--- src/rtl/vxe_reg_rd_port_if.sv ---
// Purpose: bundles the write port and the handshaked read port of vxe_reg_rd_port.
// Latency: none, signal container only.
// Backpressure: rd_rdy/rd_req on the request side, rd_vld/rd_ack on the response side.
interface vxe_reg_rd_port_if #(
   parameter int DATA_WIDTH = 32,
   parameter int ADDR_WIDTH = 4
);
   logic                  wr_en;
   logic [ADDR_WIDTH-1:0] wr_addr;
   logic [DATA_WIDTH-1:0] wr_data;
   logic                  rd_req;
   logic [ADDR_WIDTH-1:0] rd_addr;
   logic                  rd_rdy;
   logic                  rd_vld;
   logic [DATA_WIDTH-1:0] rd_data;
   logic                  rd_err;
   logic                  rd_ack;

   // Host / read-out logic side.
   modport master (
      output wr_en, wr_addr, wr_data, rd_req, rd_addr, rd_ack,
      input  rd_rdy, rd_vld, rd_data, rd_err
   );

   // Register bank side.
   modport slave (
      input  wr_en, wr_addr, wr_data, rd_req, rd_addr, rd_ack,
      output rd_rdy, rd_vld, rd_data, rd_err
   );
endinterface

--- src/rtl/vxe_reg_rd_port.sv ---
// Purpose: NREGS-entry register bank with a buffered request/ack read port (2-entry response FIFO).
// Latency: write visible to reads accepted next cycle; read response valid the cycle after acceptance.
// Backpressure: rd_rdy drops when both FIFO entries are full; head data held stable until rd_ack.
// Option: define VXE_REG_RD_PORT_BYPASS_EN to forward same-edge write data to a colliding read.
module vxe_reg_rd_port #(
   parameter int                    DATA_WIDTH = 32,
   parameter int                    ADDR_WIDTH = 4,
   parameter int                    NREGS      = 16,
   parameter logic [DATA_WIDTH-1:0] RST_VALUE  = 32'hdead_beef
) (
   input logic               clk,
   input logic               nrst,
   vxe_reg_rd_port_if.slave  bus
);

   typedef struct packed {
      logic                  err;
      logic [DATA_WIDTH-1:0] data;
   } rsp_t;

   logic [DATA_WIDTH-1:0] regs [NREGS];

   logic [DATA_WIDTH-1:0] rd_word;
   logic                  rd_hit;

   rsp_t       fifo [2];
   logic       wr_ptr;
   logic       rd_ptr;
   logic [1:0] count;
   rsp_t       head;
   logic       push;
   logic       pop;

   // Register bank: out-of-range write addresses match no entry and are dropped.
   always_ff @(posedge clk or negedge nrst) begin
      if (!nrst) begin
         for (int i = 0; i < NREGS; i++) regs[i] <= RST_VALUE;
      end else if (bus.wr_en) begin
         for (int i = 0; i < NREGS; i++) begin
            if (bus.wr_addr == ADDR_WIDTH'(i)) regs[i] <= bus.wr_data;
         end
      end
   end

   // Read mux: rd_hit marks an implemented address; misses return RST_VALUE.
   always_comb begin
      rd_word = RST_VALUE;
      rd_hit  = 1'b0;
      for (int i = 0; i < NREGS; i++) begin
         if (bus.rd_addr == ADDR_WIDTH'(i)) begin
            rd_word = regs[i];
            rd_hit  = 1'b1;
         end
      end
`ifdef VXE_REG_RD_PORT_BYPASS_EN
      if (rd_hit && bus.wr_en && (bus.wr_addr == bus.rd_addr)) rd_word = bus.wr_data;
`endif
   end

   // Handshakes; rd_rdy looks only at the occupancy so it never combinationally depends on rd_ack.
   always_comb begin
      bus.rd_rdy = (count != 2'd2);
      bus.rd_vld = (count != 2'd0);
      push       = bus.rd_req && bus.rd_rdy;
      pop        = bus.rd_vld && bus.rd_ack;
   end

   // Response FIFO: data is captured at acceptance, so later writes cannot change queued entries.
   always_ff @(posedge clk or negedge nrst) begin
      if (!nrst) begin
         fifo[0] <= '{err: 1'b0, data: RST_VALUE};
         fifo[1] <= '{err: 1'b0, data: RST_VALUE};
         wr_ptr  <= 1'b0;
         rd_ptr  <= 1'b0;
         count   <= 2'd0;
      end else begin
         if (push) begin
            fifo[wr_ptr] <= '{err: ~rd_hit, data: rd_word};
            wr_ptr       <= ~wr_ptr;
         end
         if (pop) rd_ptr <= ~rd_ptr;
         case ({push, pop})
            2'b10:   count <= count + 2'd1;
            2'b01:   count <= count - 2'd1;
            default: count <= count;
         endcase
      end
   end

   // Head presentation: idle port shows RST_VALUE with no error.
   always_comb begin
      head        = fifo[rd_ptr];
      bus.rd_data = bus.rd_vld ? head.data : RST_VALUE;
      bus.rd_err  = bus.rd_vld & head.err;
   end

endmodule

--- src/flat_wrapper.sv ---
// flat-port wrapper written by rule: the top's interface ports become plain ports
module vxe_reg_rd_port_flat 
#(
   parameter int                    DATA_WIDTH = 32,
   parameter int                    ADDR_WIDTH = 4,
   parameter int                    NREGS      = 16,
   parameter logic [DATA_WIDTH-1:0] RST_VALUE  = 32'hdead_beef
)
  (clk, nrst, bus_wr_en, bus_wr_addr, bus_wr_data, bus_rd_req, bus_rd_addr, bus_rd_ack, bus_rd_rdy, bus_rd_vld, bus_rd_data, bus_rd_err);
  vxe_reg_rd_port_if #(.DATA_WIDTH(DATA_WIDTH), .ADDR_WIDTH(ADDR_WIDTH)) bus_i ();
  input logic clk;
  input logic nrst;
  input wire logic [$bits(bus_i.wr_en)-1:0] bus_wr_en;
  input wire logic [$bits(bus_i.wr_addr)-1:0] bus_wr_addr;
  input wire logic [$bits(bus_i.wr_data)-1:0] bus_wr_data;
  input wire logic [$bits(bus_i.rd_req)-1:0] bus_rd_req;
  input wire logic [$bits(bus_i.rd_addr)-1:0] bus_rd_addr;
  input wire logic [$bits(bus_i.rd_ack)-1:0] bus_rd_ack;
  output wire logic [$bits(bus_i.rd_rdy)-1:0] bus_rd_rdy;
  output wire logic [$bits(bus_i.rd_vld)-1:0] bus_rd_vld;
  output wire logic [$bits(bus_i.rd_data)-1:0] bus_rd_data;
  output wire logic [$bits(bus_i.rd_err)-1:0] bus_rd_err;
  assign bus_i.wr_en = bus_wr_en;
  assign bus_i.wr_addr = bus_wr_addr;
  assign bus_i.wr_data = bus_wr_data;
  assign bus_i.rd_req = bus_rd_req;
  assign bus_i.rd_addr = bus_rd_addr;
  assign bus_i.rd_ack = bus_rd_ack;
  assign bus_rd_rdy = bus_i.rd_rdy;
  assign bus_rd_vld = bus_i.rd_vld;
  assign bus_rd_data = bus_i.rd_data;
  assign bus_rd_err = bus_i.rd_err;
  vxe_reg_rd_port #(.DATA_WIDTH(DATA_WIDTH), .ADDR_WIDTH(ADDR_WIDTH), .NREGS(NREGS), .RST_VALUE(RST_VALUE)) u_core (.clk(clk), .nrst(nrst), .bus(bus_i));
endmodule
--- config.mk ---
export PLATFORM = sky130hd
export DESIGN_NAME = vxe_reg_rd_port_flat
export DESIGN_NICKNAME = d
export VERILOG_FILES = /design/src/rtl/vxe_reg_rd_port_if.sv /design/src/rtl/vxe_reg_rd_port.sv /design/src/flat_wrapper.sv
export SDC_FILE = /design/constraint.sdc
export NUM_CORES = 1
export LEC_CHECK = 0
export ABC_AREA = 1
export BUFFER_PORTS_ARGS = -buffer_cell sky130_fd_sc_hd__buf_2
export CAP_MARGIN = 15
export CORE_MARGIN = 1.5
export CORE_UTILIZATION = 55
export DETAILED_ROUTE_END_ITERATION = 6
export PLACE_DENSITY = 0.7
export SYNTH_ARGS = -nofsm -noshare
export SYNTH_HDL_FRONTEND = slang
export SYNTH_SLANG_ARGS = --single-unit
--- constraint.sdc ---
create_clock -name clk -period 2.3 [get_ports clk]
set_input_delay 0.575 -clock clk [delete_from_list [all_inputs] [get_ports clk]]
set_output_delay 0.575 -clock clk [all_outputs]
set_load 0.1 [all_outputs]
==> results.toml, run 1 <==
[global_routing]
grt_usage_pct = 30.54
grt_pass1_wl_um = 118400
first_global_vias = 21219
grt_max_degree = 85
antenna_found_initial = 0
globalRoute.totalOverflow = 0

[route]
drt_iter0_markers = 2198
drcViolationCount = 0
vias_per_cell = 5.604
wire_per_inst_um = 18.92
firstDrtPassIters = 6
final_antenna_net_count = 0
vias = 22102
wl_um = 74620

[critical_path]
start_kind = "register"
cp.buffers_inverters = 3
crit_cells = 5
endpoint_kind = "output pin"
cpPeakStageDelay_ps = 400
cp_max_fo = 8
worstRegToRegCells = 13
cp_slowest_cell = "dfrtp_2"
crit_type = "register to output pin"
arrival_ps = 1870
crit_chain = "buf_8 > buf_12 > nand2_2 > a21oi_4 > buf_12"
path_common_cell = "buf_12"
cp_data_required_time_ps = 1730
critPathTopFamily = "buffers and inverters"

[finish]
nets = 3323
antenna_cells = 0
area_growth_pct = 20.83
final_cells = 3944
post-route-util_pct = 67.18
final_layout_size_suffix_gt1_share_pct = 31.09
fillCellCount = 3714

[clock_tree]
cts_made_buffers = 66
postCtsHoldBufs = 0
clockRootBuffer = "clkbuf_16"
clkLatencyLatePin_ps = 590
clock_path_buffers = 3
cts_num_sinks = 582
clk_pin_slew_worst_paths_ps = 60
h-tree-depth = 3
cts_tree = "yes"

[sta]
drv_slew = 0
period_minus_slack_ps = 2445
final-setup-viol-count = 30
skew_ps = 15.70
setup_slack_ps = -145.2
tightest_slew_ps = 892.7
max_freq_ghz = 0.4090
rsz0062_at_grt = "true"
finalHoldViolations = 0
min_period_over_period_pct = 106.3
slew-limit-headroom_pct = 40.42

[place]
dp_hpwl_um = 47490
place_congestion = 0.8422
port_buffers = 79
dpl.cell_count = 3809
post-place-ws_ps = -457.5

[power_and_ir_drop]
pwr_density_cell_mw_per_mm2 = 1224
peakVddDrop_uv = 821.3
p_int_mw = 25.18
p_sw_mw = 13.92
leakage_nw = 14.56
pwr-share-comb_pct = 32.9
swShare_pct = 35.61
clkPwrFrac_pct = 27.9
sequentialPowerShare_pct = 39.3

[status]
status = "complete, but fails checks"
violations = "setup timing"

[yosys]
synth_area_per_cell_um2 = 8.297
yosysTopAreaCell = "dfstp_2"
synth_area_mm2 = 0.02644
yosysTopAreaCellShare_pct = 42.94
ys_warn_count = 0
synth_area_leaders = "dfstp_2 (43%), nand2_1 (16%), dfrtp_1 (14%)"
ys_seq_elements = 582
ys_types = 25
postSynthCellCount = 3186
synth_seq_area_share_pct = 57.14
postSynthNetCount = 3232

[floorplan]
start_util_pct = 55.60
die_h_um = 222.2
die_w_um = 222.2
core_mm2 = 0.04755
die_area_mm2 = 0.04939
rows = 80
ios = 80

[hold_path]
hold_class = "primary input to asynchronous set/reset pin"

[flow_run]
maxCapViolCount = 0
-- power by group through the flow --
stage               Sequential [mW]  Combinational (mW)  Clock, mW
global placement               15.1                11.2          0
detailed placement             15.2                11.5          0
finish                         15.3                12.8       10.9
global route                   15.6                13.6       11.4
CTS                            15.2                12.4       11.0
floorplan                      14.9                7.30          0
-- metal layers --
metal | share of wire (%) | up-vias | track usage, %
li1 | - | 10345 | -
met5 | 0 | - | 0
met3 | 5.9 | 156 | 4.523
met4 | 2.9 | 0 | 10.36
met1 | 43 | 10831 | 42.75
met2 | 48 | 770 | 48.98
-- Yosys cell counts (all sizes together) --
cell type / n
nand2: 1118
o21ai: 525
dfstp: 432
nor2: 252
clkbuf: 183
or2: 161
dfrtp: 150
inv: 131
nand3: 85
nand4: 69
nand3b: 32
a21oi: 20
buf: 20
clkinv: 2
nor3: 2
xnor2: 2
ha: 1
xor2: 1
-- stage by stage --
step                      total power, mW  setup TNS [ps]  hold slack (ps)  area, um^2
after CTS                           38.58           -4309            205.5       31650
after floorplan                     22.19           -3435            279.4       26640
after global routing                40.70           -4409            221.7       31940
final                               39.10           -3018            204.1       31940
after global placement              26.37          -15960            448.2       28920
after detailed placement            26.72          -22260            452.5       28920
-- placed cells by master, fill, tap and decap left out, types with 4 or more instances in the layout --
cell type / count
clkinv_2: 10
o21ai_0: 525
nand2_2: 36
nor2_4: 4
dfstp_2: 432
clkbuf_16: 77
buf_8: 7
nand2_4: 25
clkbuf_8: 20
dfrtp_1: 149
nand3b_1: 32
nor2_2: 8
nand3_1: 57
inv_2: 5
nand2_1: 1057
clkbuf_1: 13
nand3_4: 18
a21oi_4: 8
nor2_1: 240
or2_2: 153
inv_1: 125
a21oi_1: 11
nand3_2: 10
or2_0: 5
buf_4: 102
buf_12: 66
nand4_1: 69
buf_2: 44
-- layout make-up --
type / count / area, um^2 / area share [%]
inverters: 133 / 501.7 / 1.571
clock inverters: 13 / 121.4 / 0.3799
repair buffers: 226 / 2549 / 7.979
well taps: 615 / 769.5 / 2.409
flip-flops and latches: 582 / 15110 / 47.29
multi-input cells: 2268 / 10720 / 33.56
clock buffers: 107 / 2176 / 6.812
-- what timing repair did --
action                     4_1_cts  5_1_grt
setup endpoints to repair       34       33
pin swaps                       12       12
cloned                           3        3
resized for setup               56       68
setup buffers                   10        3
-- cell families after synthesis --
family	after synthesis	synth area share (%)
and+or+nand+nor	1719	27.55
DFF	582	57.14
AOI/OAI and AO/OA	545	10.32
buffers and inverters	336	4.851
xor gates and xnor gates	3	0.09941
adders and majority gates	1	0.04732
-- path summary, 6_finish.rpt --
kind / end / from / slack [ps]
min in group clk: u_core.rd_ptr$_DFFE_PN0P_ / bus_rd_ack / 360
max: bus_rd_data[29] / u_core.rd_ptr$_DFFE_PN0P_ / -150
min reg2reg: u_core.fifo[63]$_DFFE_PN1P_ / u_core.fifo[63]$_DFFE_PN1P_ / 470
max in group asynchronous: u_core.regs[205]$_DFFE_PN1P_ / nrst / 1510
max reg2reg: u_core.fifo[42]$_DFFE_PN1P_ / u_core.regs[457]$_DFFE_PN1P_ / 320
min: u_core.regs[467]$_DFFE_PN1P_ / nrst / 200
-- sequential cells by signal, summed over array words and instances, names as in the netlist --
name           count
u_core.count       2
u_core.fifo       66
u_core.rd_ptr      1
u_core.regs      512
u_core.wr_ptr      1
(Power assumes the default switching activity.)
==> run 2, diff against run 1 <==
--- a/config.mk
+++ b/config.mk
@@ -12,6 +12,7 @@
 export CORE_UTILIZATION = 55
 export DETAILED_ROUTE_END_ITERATION = 6
 export PLACE_DENSITY = 0.7
+export SKIP_LAST_GASP = 1
 export SYNTH_ARGS = -nofsm -noshare
 export SYNTH_HDL_FRONTEND = slang
 export SYNTH_SLANG_ARGS = --single-unit
==> constraint.sdc (replaced) <==
create_clock -name clk -period 2.6 [get_ports clk]
set_input_delay 0.65 -clock clk [delete_from_list [all_inputs] [get_ports clk]]
set_output_delay 0.65 -clock clk [all_outputs]
set_load 0.1 [all_outputs]
==> run 2 against run 1 <==
The flow still finishes with violations (setup timing). Utilization is 1.7 points lower. Flip-flop and latch count stayed put. Highest routed layer unchanged. Critical endpoint is now bus_rd_data[22]. Clock power is 17% lower. Via count is 1.4% lower. Largest power group unchanged.
==> results.toml, run 2 (synthesis results as in run 1) <==
[route]
firstDrtPassIters = 6
wire_per_inst_um = 18.51
final_antenna_net_count = 0
wl_um = 72400
drcViolationCount = 0
vias = 21783
drt_iter0_markers = 2147
vias_per_cell = 5.568

[power_and_ir_drop]
leakage_nw = 14.07
pwr_density_cell_mw_per_mm2 = 1053
peakVddDrop_uv = 939.4

[global_routing]
first_global_vias = 21600
grt_usage_pct = 30.01
antenna_found_initial = 0
grt_max_degree = 97
globalRoute.totalOverflow = 0
grt_pass1_wl_um = 117100

[place]
dpl.cell_count = 3796
port_buffers = 79
dp_hpwl_um = 47400
post-place-ws_ps = -464.3
place_congestion = 0.8314
place_area_mm2 = 0.02876

[floorplan]
die_w_um = 222.2
start_util_pct = 55.60
ios = 80
core_mm2 = 0.04755
rows = 80
die_h_um = 222.2
die_area_mm2 = 0.04939

[critical_path]
worstRegToRegCells = 13
crit_type = "register to output pin"
cp_data_required_time_ps = 1950
arrival_ps = 1970
r2r_setup_slack_ps = 580
cp_max_fo = 8
endpoint_kind = "output pin"
start_kind = "register"

[sta]
period_minus_slack_ps = 2624
drv_slew = 0
max_freq_ghz = 0.3811
tightest_slew_ps = 718.2
skew_ps = 15.03
finalHoldViolations = 0
min_period_over_period_pct = 100.9
slew-limit-headroom_pct = 52.07
worst_hold_slack_ps = 406.6
setup_slack_ps = -24.00
rsz0062_at_grt = "true"
final-setup-viol-count = 4

[finish]
antenna_cells = 0
reg.largest.list = "u_core.regs (512), u_core.fifo (66), u_core.count (2)"
nets = 3293
final_cells = 3912
area_growth_pct = 17.82
largest_register_ffs = 512
post-route-cell-area_mm2 = 0.03114
final_layout_size_suffix_gt1_share_pct = 28.91
final_common_cell = "nand2_1"
layout_common_cells = "nand2_1 (1094), o21ai_0 (525), dfstp_2 (432)"
top_register = "u_core.regs"

[hold_path]
hold_path_depth = 4
hold_class = "primary input to register"

[clock_tree]
h-tree-depth = 2
clockRootBuffer = "clkbuf_16"
clk_pin_slew_worst_paths_ps = 60
clkLatencyLatePin_ps = 620
cts_num_sinks = 582
cts_made_buffers = 58
cts_tree = "yes"
clock_path_buffers = 3

[status]
violations = "setup timing"
status = "complete, but fails checks"

[flow_run]
maxCapViolCount = 0
[run 2: layout make-up]
| class | instances | area [um^2] |
|---|---|---|
| inverter | 133 | 503.0 |
| fill | 3825 | 16400 |
| timing repair buffer | 204 | 2245 |
| multi-input combinational | 2268 | 10430 |
| sequential | 582 | 15110 |
| clock buffer | 89 | 1834 |
| clock inverter | 21 | 256.5 |
| tap | 615 | 769.5 |
[run 2: power breakdown]
group / switching (mW) / internal [mW]
clock network: 3.56 / 5.43
logic: 6.83 / 3.50
registers: 1.17 / 12.3
[run 2: worst paths after layout]
kind | from | to
min reg2reg | u_core.fifo[19]$_DFFE_PN1P_ | u_core.fifo[19]$_DFFE_PN1P_
max | u_core.rd_ptr$_DFFE_PN0P_ | bus_rd_data[22]
min in group asynchronous | nrst | u_core.rd_ptr$_DFFE_PN0P_
max in group asynchronous | nrst | u_core.regs[2]$_DFFE_PN1P_
min | bus_rd_req | u_core.wr_ptr$_DFFE_PN0P_
max reg2reg | u_core.regs[461]$_DFFE_PN1P_ | u_core.fifo[13]$_DFFE_PN1P_
[run 2: repair_timing]
action,4_1_cts,5_1_grt
buffers inserted,5,0
gates resized for setup,40,13
setup endpoints to repair,34,27
hold buffers,1,0
endpoints found under the hold margin,10,0
pin swaps,5,7
[run 2: metal layers]
layer  global-route usage [%]  vias to the layer above  wire, um
met1                    40.17                    10676     30500
met2                    49.45                      696     35050
met5                        0                        -         0
li1                         -                    10270         -
met4                    11.40                        0      2312
met3                    4.734                      141      4539
[run 2: worst max-delay path: stages, from the launching register on]
cell and delay (ps):
dfrtp_2 440, clkinvlp_4 90, buf_12 150, buf_8 120, nand2_2 60, a21oi_4 260
buf_12 210
[run 2: through the flow]
stage	utilization [%]	setup TNS, ps	power [mW]
detailed placement	60.48	-19810	23.39
CTS	65.41	-142.4	32.84
finish	65.51	-76.85	32.80
global route	65.51	-351.6	34.23
global placement	60.48	-16010	23.08
floorplan	-	-883.2	19.54
==> run 3, diff against run 2 <==
--- a/config.mk
+++ b/config.mk
@@ -12,6 +12,7 @@
 export CORE_UTILIZATION = 55
 export DETAILED_ROUTE_END_ITERATION = 6
 export PLACE_DENSITY = 0.7
+export SETUP_SLACK_MARGIN = 0.05
 export SKIP_LAST_GASP = 1
 export SYNTH_ARGS = -nofsm -noshare
 export SYNTH_HDL_FRONTEND = slang
==> run 3 against run 2 <==
The run still ends with setup timing left. Power rose by 0.67%. Clock power hardly changed. Die area did not move. Sequential power about the same. Routed wire length increased by 0.62%. Non-clock buffer count increased by 3. Register-to-register slack got worse by 30 ps. Sequential share of layout area shrank 0.18 points. Cell count is essentially flat. Fmax barely moved.
==> results.toml, run 3 (synthesis results as in run 1) <==
[sta]
setup_slack_ps = -26.33
slew-limit-headroom_pct = 52.28
final-setup-viol-count = 6
skew_ps = 14.98
max_freq_ghz = 0.3808
min_period_over_period_pct = 101.0
drv_slew = 0
rsz0062_at_grt = "true"
tightest_slew_ps = 715.8
finalHoldViolations = 0
period_minus_slack_ps = 2626

[finish]
layout_common_cells = "nand2_1 (1088), o21ai_0 (525), dfstp_2 (432)"
final_common_cell = "nand2_1"
area_growth_pct = 18.26
multiInputGateArea_mm2 = 0.01050
post-route-util_pct = 65.76
post-route-cell-area_mm2 = 0.03126
final_cells = 3915
nets = 3296
final_layout_size_suffix_gt1_share_pct = 29.48
top_register = "u_core.regs"
largest_register_ffs = 512
fillCellCount = 3822
antenna_cells = 0
reg.largest.list = "u_core.regs (512), u_core.fifo (66), u_core.count (2)"
register_area_mm2 = 0.01511

[critical_path]
start_kind = "register"
endpoint_kind = "output pin"
cp_data_required_time_ps = 1950
arrival_ps = 1980
cp_max_fo = 8
crit_chain = "clkinvlp_4 > buf_12 > buf_8 > nand2_4 > a21oi_4 > buf_12"
cpPeakStageDelay_ps = 450
crit_type = "register to output pin"
cp_slowest_cell = "dfrtp_2"
path_common_cell = "buf_12"

[floorplan]
die_area_mm2 = 0.04939
die_h_um = 222.2
start_util_pct = 55.60
ios = 80
die_w_um = 222.2
core_mm2 = 0.04755
rows = 80

[clock_tree]
cts_made_buffers = 58
clock_path_buffers = 3
cts_tree = "yes"
clkLatencyLatePin_ps = 620
clockRootBuffer = "clkbuf_16"
h-tree-depth = 2
clk_pin_slew_worst_paths_ps = 60
cts_num_sinks = 582

[route]
firstDrtPassIters = 6
vias_per_cell = 5.575
drcViolationCount = 0
wl_um = 72850
wire_per_inst_um = 18.61
final_antenna_net_count = 0
drt_iter0_markers = 2062
vias = 21826

[status]
violations = "setup timing"
status = "complete, but fails checks"

[power_and_ir_drop]
peakVddDrop_uv = 940.5
p_int_mw = 21.35
leakage_nw = 14.14
pwr_density_cell_mw_per_mm2 = 1056
swShare_pct = 35.33
pwr-share-comb_pct = 31.9
clkPwrFrac_pct = 27.2
sequentialPowerShare_pct = 40.9
p_sw_mw = 11.66

[hold_path]
hold_class = "primary input to register"

[global_routing]
grt_pass1_wl_um = 117100
globalRoute.totalOverflow = 0
grt_usage_pct = 30.03
first_global_vias = 21610
antenna_found_initial = 0
grt_max_degree = 97

[place]
dp_hpwl_um = 47400
port_buffers = 79
dpl.cell_count = 3796
place_area_mm2 = 0.02876
place_congestion = 0.8314

[flow_run]
maxCapViolCount = 0
## run 3: changes by cell type in the layout (fill, tap and decap cells not counted), sizes merged
| cell | change |
|---|---|
| clkbuf | +1 |
| buf | +2 |
## run 3: final timing paths
path                                               from                          end  slack (ps)  depth (start not counted)
hold reg to reg             u_core.fifo[12]$_DFFE_PN1P_  u_core.fifo[12]$_DFFE_PN1P_         470                          2
hold / removal                               bus_rd_req    u_core.wr_ptr$_DFFE_PN0P_         410                          4
setup / recovery              u_core.rd_ptr$_DFFE_PN0P_              bus_rd_data[29]         -30                          6
max in group asynchronous                          nrst   u_core.regs[2]$_DFFE_PN1P_        1130                          4
setup reg to reg           u_core.regs[461]$_DFFE_PN1P_  u_core.fifo[13]$_DFFE_PN1P_         550                         13
min in group asynchronous                          nrst    u_core.rd_ptr$_DFFE_PN0P_         520                          2
## run 3: layout make-up
cell class / instances / area share, %
timing repair buffer: 207 / 7.344
clock buffer: 89 / 5.867
clock inverter: 21 / 0.8204
inverter: 133 / 1.609
multi-input combinational: 2268 / 33.57
sequential: 582 / 48.33
tap: 615 / 2.461
## run 3: through the flow
stage | worst slack [ps] | TNS (ps) | hold slack [ps] | total power [mW]
floorplan | -245.2 | -883.2 | 354.4 | 19.54
global placement | -448.5 | -16010 | 450.8 | 23.08
detailed placement | -464.3 | -19810 | 456.9 | 23.39
CTS | -21.07 | -138.6 | 387.2 | 32.86
global route | -60.82 | -388.5 | 430.2 | 34.44
finish | -26.33 | -89.72 | 405.4 | 33.02
## run 3: repair_timing
item	CTS	global route
pin swaps	5	9
endpoints found under the setup margin	34	35
hold buffers	1	0
buffers inserted	5	2
cloned	0	1
gates resized for setup	47	27
endpoints found under the hold margin	10	0
## run 3: power groups by stage
stage	clock [mW]	combinational (mW)	sequential (mW)
floorplan	0	6.37	13.2
global placement	0	9.70	13.4
detailed placement	0	9.90	13.5
CTS	9.12	10.3	13.4
global route	9.45	11.3	13.7
finish	8.99	10.5	13.5
## run 3: critical path: cells and delay by family, from the launching register on
family | cells | cell delay, ps
AND/OR/NAND/NOR | 1 | 60
AO/OA/AOI/OAI | 1 | 250
buffers and inverters | 4 | 570
flip-flops | 1 | 450
## run 3: layer usage
layer	routed length, um	part of all wire [%]	global-route usage, %	vias to the layer above
li1	-	-	-	10279
met1	30960	42	40.16	10715
met2	35300	48	49.53	690
met3	4389	6.0	4.747	142
met4	2193	3.0	11.36	0
met5	0	0	0	-
